### src/rtl/pixel_fifo_packer_if.sv
// Pixel stream input and result-FIFO write port of pixel_fifo_packer.
// slave is the packer's view; master is the surrounding source/FIFO side.
interface pixel_fifo_packer_if #(
   parameter int DWIDTH = 24
);
   logic              in_valid;
   logic              in_ready;
   logic [DWIDTH-1:0] in_data;
   logic              in_sof;
   logic              in_eof;
   logic              fifo_wrreq;
   logic [DWIDTH-1:0] fifo_data;
   logic              fifo_full;

   modport slave (
      input  in_valid, in_data, in_sof, in_eof, fifo_full,
      output in_ready, fifo_wrreq, fifo_data
   );

   modport master (
      output in_valid, in_data, in_sof, in_eof, fifo_full,
      input  in_ready, fifo_wrreq, fifo_data
   );
endinterface

### src/rtl/pixel_fifo_packer.sv
// Frame-aligned 2-slot skid pipeline from the pixel stream into the result FIFO.
// Define FRAME_CHECK_EN to build the frame-length checker that drives err_len.
module pixel_fifo_packer #(
   parameter int DWIDTH = 24
) (
   input  logic               clock,
   input  logic               reset,
   input  logic               enable,
   input  logic [10:0]        width,
   input  logic [10:0]        height,
   input  logic [10:0]        num_frame,
   pixel_fifo_packer_if.slave bus,
   output logic [10:0]        frame_cnt,
   output logic               busy,
   output logic               done,
   output logic               err_len
);

   typedef enum logic [1:0] {IDLE, ACTIVE, DRAIN, DONE} state_t;

   state_t            state;
   logic [DWIDTH-1:0] out_reg;
   logic [DWIDTH-1:0] skid_reg;
   logic              out_valid;
   logic              skid_valid;
   logic [21:0]       pix_cnt;

   logic              accept;
   logic              keep;
   logic              pop;
   logic [DWIDTH-1:0] out_n;
   logic [DWIDTH-1:0] skid_n;
   logic              out_valid_n;
   logic              skid_valid_n;
   logic [21:0]       pix_base;
   logic [21:0]       pix_inc;
   logic [10:0]       frame_inc;
   logic              last_frame;
   logic              err_n;

   assign accept         = bus.in_valid & bus.in_ready;
   assign keep           = accept & ((state == ACTIVE) | ((state == IDLE) & bus.in_sof));
   assign pop            = out_valid & ~bus.fifo_full;
   assign bus.fifo_wrreq = pop;
   assign bus.fifo_data  = out_reg;

   assign pix_base   = bus.in_sof ? '0 : pix_cnt;
   assign pix_inc    = (&pix_base) ? pix_base : pix_base + 22'd1;
   assign frame_inc  = frame_cnt + 11'd1;
   assign last_frame = (num_frame != 11'd0) && (frame_inc == num_frame);

   // in_ready is low whenever skid_reg is occupied, so a push never meets a full skid.
   always_comb begin
      out_n        = out_reg;
      skid_n       = skid_reg;
      out_valid_n  = out_valid;
      skid_valid_n = skid_valid;
      if (skid_valid) begin
         if (pop) begin
            out_n        = skid_reg;
            skid_valid_n = 1'b0;
         end
      end else if (keep && (pop || !out_valid)) begin
         out_n       = bus.in_data;
         out_valid_n = 1'b1;
      end else if (keep) begin
         skid_n       = bus.in_data;
         skid_valid_n = 1'b1;
      end else if (pop) begin
         out_valid_n = 1'b0;
      end
   end

`ifdef FRAME_CHECK_EN
   logic [21:0] frame_area;
   assign frame_area = width * height;

   always_comb begin
      err_n = 1'b0;
      if (keep) begin
         err_n = ((state == ACTIVE) & bus.in_sof) |
                 (bus.in_eof ? (pix_inc != frame_area) : (pix_inc == frame_area));
      end
   end
`else
   logic unused_frame_cfg;
   assign unused_frame_cfg = ^{width, height};
   assign err_n            = 1'b0;
`endif

   always_ff @(posedge clock or posedge reset) begin
      if (reset) begin
         state        <= IDLE;
         out_reg      <= '0;
         skid_reg     <= '0;
         out_valid    <= 1'b0;
         skid_valid   <= 1'b0;
         pix_cnt      <= '0;
         frame_cnt    <= '0;
         bus.in_ready <= 1'b0;
         busy         <= 1'b0;
         done         <= 1'b0;
         err_len      <= 1'b0;
      end else begin
         out_reg    <= out_n;
         skid_reg   <= skid_n;
         out_valid  <= out_valid_n;
         skid_valid <= skid_valid_n;
         err_len    <= err_n;
         case (state)
            IDLE, ACTIVE: begin
               if (keep && bus.in_eof) begin
                  frame_cnt <= frame_inc;
                  pix_cnt   <= '0;
                  busy      <= 1'b0;
                  if (last_frame) begin
                     state        <= DRAIN;
                     bus.in_ready <= 1'b0;
                  end else begin
                     state        <= IDLE;
                     bus.in_ready <= enable & ~skid_valid_n;
                  end
               end else if (keep) begin
                  pix_cnt      <= pix_inc;
                  state        <= ACTIVE;
                  busy         <= 1'b1;
                  bus.in_ready <= ~skid_valid_n;
               end else begin
                  busy         <= (state == ACTIVE);
                  bus.in_ready <= ~skid_valid_n & ((state == ACTIVE) | enable);
               end
            end
            DRAIN: begin
               bus.in_ready <= 1'b0;
               busy         <= 1'b0;
               if (!out_valid && !skid_valid) begin
                  state <= DONE;
                  done  <= 1'b1;
               end
            end
            DONE: begin
               bus.in_ready <= 1'b0;
               busy         <= 1'b0;
               done         <= 1'b1;
            end
            default: state <= IDLE;
         endcase
      end
   end

endmodule

### src/flat_wrapper.sv
// flat-port wrapper written by rule: the top's interface ports become plain ports
module pixel_fifo_packer_flat 
#(
   parameter int DWIDTH = 24
)
  (clock, reset, enable, width, height, num_frame, frame_cnt, busy, done, err_len, bus_in_valid, bus_in_data, bus_in_sof, bus_in_eof, bus_fifo_full, bus_in_ready, bus_fifo_wrreq, bus_fifo_data);
  pixel_fifo_packer_if #(.DWIDTH(DWIDTH)) bus_i ();
  input  logic clock;
  input  logic reset;
  input  logic enable;
  input  logic [10:0] width;
  input  logic [10:0] height;
  input  logic [10:0] num_frame;
  output logic [10:0] frame_cnt;
  output logic busy;
  output logic done;
  output logic err_len;
  input wire logic [$bits(bus_i.in_valid)-1:0] bus_in_valid;
  input wire logic [$bits(bus_i.in_data)-1:0] bus_in_data;
  input wire logic [$bits(bus_i.in_sof)-1:0] bus_in_sof;
  input wire logic [$bits(bus_i.in_eof)-1:0] bus_in_eof;
  input wire logic [$bits(bus_i.fifo_full)-1:0] bus_fifo_full;
  output wire logic [$bits(bus_i.in_ready)-1:0] bus_in_ready;
  output wire logic [$bits(bus_i.fifo_wrreq)-1:0] bus_fifo_wrreq;
  output wire logic [$bits(bus_i.fifo_data)-1:0] bus_fifo_data;
  assign bus_i.in_valid = bus_in_valid;
  assign bus_i.in_data = bus_in_data;
  assign bus_i.in_sof = bus_in_sof;
  assign bus_i.in_eof = bus_in_eof;
  assign bus_i.fifo_full = bus_fifo_full;
  assign bus_in_ready = bus_i.in_ready;
  assign bus_fifo_wrreq = bus_i.fifo_wrreq;
  assign bus_fifo_data = bus_i.fifo_data;
  pixel_fifo_packer #(.DWIDTH(DWIDTH)) u_core (.clock(clock), .reset(reset), .enable(enable), .width(width), .height(height), .num_frame(num_frame), .bus(bus_i), .frame_cnt(frame_cnt), .busy(busy), .done(done), .err_len(err_len));
endmodule
### config.mk
export PLATFORM = sky130hd
export DESIGN_NAME = pixel_fifo_packer_flat
export DESIGN_NICKNAME = d
export VERILOG_FILES = /design/src/rtl/pixel_fifo_packer_if.sv /design/src/rtl/pixel_fifo_packer.sv /design/src/flat_wrapper.sv
export SDC_FILE = /design/constraint.sdc
export NUM_CORES = 1
export LEC_CHECK = 0
export ABC_CLOCK_PERIOD_IN_PS = 6200
export CORE_UTILIZATION = 49
export CTS_BUF_LIST = sky130_fd_sc_hd__clkbuf_4 sky130_fd_sc_hd__clkbuf_8
export DETAILED_ROUTE_END_ITERATION = 16
export MAX_ROUTING_LAYER = met4
export PLACE_DENSITY = 0.85
export REMOVE_ABC_BUFFERS = 1
export SYNTH_ARGS = -nofsm -noshare
export SYNTH_HDL_FRONTEND = slang
export SYNTH_SLANG_ARGS = --single-unit
### constraint.sdc
create_clock -name clock -period 6.2 [get_ports clock]
set_clock_uncertainty 0.1 [all_clocks]
set_input_delay 1.55 -clock clock [delete_from_list [all_inputs] [get_ports clock]]
set_output_delay 1.55 -clock clock [all_outputs]
set_load 0.01 [all_outputs]
# After elaboration in Yosys (flattened, before gate mapping)
# Index checks and enable logic that the tools add are counted.
op_classes:
  add_sub_neg: 1
  n_mux: 24
  eq_ne: 8
  n_reduce_logical: 21
  n_bitwise: 12
op_table:
  columns: ["cell", "count"]
  rows:
  - ["24-bit two-way mux", 3]
  - ["1-bit two-way mux", 13]
  - ["11-bit by 1-bit adder with 11-bit output (second input constant)", 1]
  - ["11-bit == test", 1]
  - ["11-bit nonzero test", 1]
  - ["3-bit AND reduction", 3]
  - ["2-bit two-way mux", 4]
  - ["2-bit nonzero test", 4]
  - ["1-bit AND", 6]
  - ["1-bit case mux with 2 select lines", 3]
  - ["2-bit AND reduction", 3]
  - ["2-bit == test (second input constant)", 2]
  - ["1-bit logical AND", 4]
  - ["2-bit != test (second input constant)", 2]
  - ["1-bit NOT", 4]
  - ["2-bit case mux with 2 select lines", 1]
  - ["2-bit OR reduction", 2]
  - ["3-bit by 1-bit != test with 1-bit output (second input constant)", 1]
  - ["2-bit by 1-bit == test with 1-bit output (second input constant)", 1]
  - ["1-bit zero test", 2]
  - ["2-bit zero test", 1]
  - ["2-bit by 1-bit != test with 1-bit output (second input constant)", 1]
  - ["1-bit OR", 2]
  - ["1-bit logical OR", 1]
totals:
  out_inout_bits: 40
  in_bits: 64
  elab_cells: 75
  reg_bits: 66

# Depth between registers and ports, before layout
depth:
  word_depth: 12
  ltp_mapped: 8
  ltp_nobuf: 7

# Worst setup path before layout
# Ideal clock, no wire load.
synth_timing:
  path_kind: "input -> output"
  startpoint: "input bus_fifo_full"
  endpoint: "output bus_fifo_wrreq"
  path_stages: 1
  arrival_time_ns: 1.759
  required_ns: 4.550
  n_path_buf: 0
  setup_slack_ns: 2.791
  path_cell_list: "nor2b_1"
synth_between:
  elab_chain_cells: 2
synth_rtl:
  columns: ["item", "line", "source"]
  rows:
  - ["start, declared", "flat_wrapper.sv:22", "input wire logic [$bits(bus_i.fifo_full)-1:0] bus_fifo_full;"]
  - ["1-bit NOT", "pixel_fifo_packer.sv:43", "assign pop = out_valid & ~bus.fifo_full;"]
  - ["1-bit AND", "pixel_fifo_packer.sv:43", null]
  - ["end, declared", "flat_wrapper.sv:24", "output wire logic [$bits(bus_i.fifo_wrreq)-1:0] bus_fifo_wrreq;"]
# Every way passes these cells.

# Final worst setup path
# Same ends and word-level chain as after synthesis.

==> results.toml <==
[outcome]
status = "finished clean"

[final_layout]
nets = 421
area_growth_syn_to_layout_pct = 35.5
multi_input_area_sq_um = 1360
regArea_sq_um = 1650
fillers = 444
num_antenna_cells = 0
drive_gt1_share_pct = 13.9

[clock_tree]
cts-resized-gates = 0
cts_buffer_depth = 2
hold_buffers = 0
htree_levels = 3
cts-root-buf = "clkbuf_8"
cts_sinks = 66
clk_latency_ns = 0.34
cts_made_buffers = 9
post_cts_buffers = 0
tritoncts = "done"
clk_pin_slew_ns = 0.07

[synthesis]
synth.yosys.seq_area_share_pct = 53.3
yosysWarnings = 0
synth_edf_count = 0
synth.most_common_cell = "dfrtp_1"
yosys.area.top_type = "dfrtp_1"
netlist_area_sq_um = 3100
ys.flop_type = "dfrtp_1"
ys_ff_latch = 66
syn-mean-instance-area_sq_um = 11.2
synth.top_cells.by_count = "dfrtp_1, nand2_1, o21ai_0"
syn_inst = 276
synth.distinct_cells = 35
synth_top_area_share_pct = 53.3
ys_async_sr_fraction_pct = 100
ys_top_cells_by_area = "dfrtp_1, mux2_2, mux2i_1, o21ai_0, xor2_1"

[floorplan]
ios = 104
die_w_um = 81.5
dieArea_sq_um = 6640
initial_core_util_pct = 51.4
die_h_um = 81.5
core_sq_um = 6030
row_count = 28

[global_route]
met1_usage_pct = 26.8
top_usage_layer = "met2"
grt_overflow = 0
grt_pass1_wl_mm = 10.6
met3_usage_pct = 7.89
grt_antenna_before_repair = 0
met2_usage_pct = 35.5
grt_pass1_vias = 2285
grt_start_max_net_pins = 67
track_usage_pct = 22.4

[placed_design]
dp_hpwl_mm = 4.36
port_buffers = 80
place_congestion = 0.835

[sta]
max_freq_mhz = 227
finalHoldViolations = 0
rsz0062_at_grt = "no"
fin_crit_ns = 4.40
finalSetupViolCount = 0
worst_slew_pin_slew_ns = 1.06
period_share_pct = 71.0
slew_headroom_pct = 29.1
slew_violations = 0
setup_tns_ns = 0

[drt]
first_pass_iters = 4
wl_mm = 6.48
viasPerCell = 5.26
ant_nets = 0
vias = 2292
drt-initial-drc-count = 145
drc = 0
wl_per_cell_um = 14.9

[pwr]
p_total_mw = 0.929
powerDensity_nw_per_um2 = 221
vdd_drop_max_uv = 125
p_leak_nw = 2.04

[critical_path]
crit_start = "bus_fifo_full"
crit_family = "buffers and inverters"
worst-path-buf-inv = 2
r2r-start = "u_core.state[1]"
cp-end-kind = "output pin"
crit_top_cell = "clkdlybuf4s50_1"
critPathMaxFanout = 4
worstPathArrival_ns = 2.75
worstSetupPathType = "in2out"
worst_path_max_delay_cell = "clkdlybuf4s50_1"
crit_required_ns = 4.55
slowest_delay_ns = 0.57
critPathLaunchType = "input port"
cp_cell_sequence = "clkdlybuf4s50_1, nor2b_1, clkdlybuf4s50_1"

[worst_hold_path]
hold_path.class = "reg2reg"
min_from = "u_core.bus.fifo_data[16]"

[flow_run]
cap_violations = 0
## logic make-up after synthesis
kind of cell	count (synthesis)	share of synthesized area (%)
buffers and inverters	18	2.75
other	1	0.121
AND/OR/NAND/NOR	75	12.1
multiplexers	50	17.2
flip-flops	66	53.3
AO/OA/AOI/OAI	39	6.83
adder cells (fa/ha/maj)	1	0.404
XOR/XNOR	26	7.35
## final cells by class
type                       instances  share of cell area, %
tap                               75                   2.23
timing repair buffer              84                   19.8
clock inverter                     6                   2.68
multi-input combinational        192                   32.4
clock buffer                      10                   3.28
inverter                           3                  0.268
sequential                        66                   39.3
## cells in the final DEF (no fill, tap or decap), drive strengths merged, types with 2 or more instances in the layout
| cell | instances |
|---|---|
| a21o | 2 |
| a21oi | 4 |
| and3 | 3 |
| buf | 4 |
| bufinv | 3 |
| clkbuf | 10 |
| clkdlybuf4s50 | 80 |
| clkinv | 2 |
| dfrtp | 66 |
| inv | 4 |
| mux2 | 25 |
| mux2i | 25 |
| nand2 | 31 |
| nand2b | 3 |
| nand3 | 5 |
| nand4 | 2 |
| nor2 | 9 |
| nor3 | 10 |
| nor4 | 7 |
| o21ai | 28 |
| o21bai | 2 |
| or2 | 2 |
| xnor2 | 11 |
| xor2 | 15 |
## power breakdown
part / switching, mW / total (mW) / internal [mW]
Combinational: 0.0207 / 0.0487 / 0.0279
Sequential: 0 / 0.430 / 0.430
Clock: 0.170 / 0.450 / 0.280
Total: 0.191 / 0.929 / 0.738
## path summary, 6_finish.rpt
| kind | endpoint | slack (ns) | cells after the start |
|---|---|---|---|
| worst min register to register | u_core.bus.fifo_data[16] | 0.38 | 2 |
| worst max register to register | u_core.skid_reg[5] | 3.57 | 5 |
| min in group asynchronous | u_core.bus.fifo_data[10] | 1.67 | 3 |
| worst max-delay path | bus_fifo_wrreq | 1.80 | 3 |
| max in group asynchronous | u_core.skid_reg[2] | 3.78 | 3 |
| worst min-delay path | u_core.bus.fifo_data[16] | 0.38 | 2 |
## worst min-delay path: cells and delay by family (launching register included)
kind	cells	cell delay (ns)
flip-flops	1	0.34
AO/OA/AOI/OAI	1	0.06
AND/OR/NAND/NOR	1	0.05
## metal layers
metal / wire length [um] / share of wire [%]
met1: 2920 / 45
met2: 3060 / 47
met3: 418 / 6.4
met4: 82 / 1.3
met5: 0 / 0
## metrics by stage
step / area, sq um / setup slack, ns / hold slack, ns / util (%) / std cells
2_1_floorplan: 3020 / 2.79 / 0.380 / - / 261
3_3_place_gp: 3950 / 1.81 / 0.352 / 65.5 / 420
3_5_place_dp: 3950 / 1.80 / 0.368 / 65.5 / 420
4_1_cts: 4200 / 1.80 / 0.385 / 69.7 / 436
5_1_grt: 4200 / 1.75 / 0.415 / 69.7 / 436
6_report: 4200 / 1.80 / 0.381 / 69.7 / 436
(Power assumes the default switching activity.)
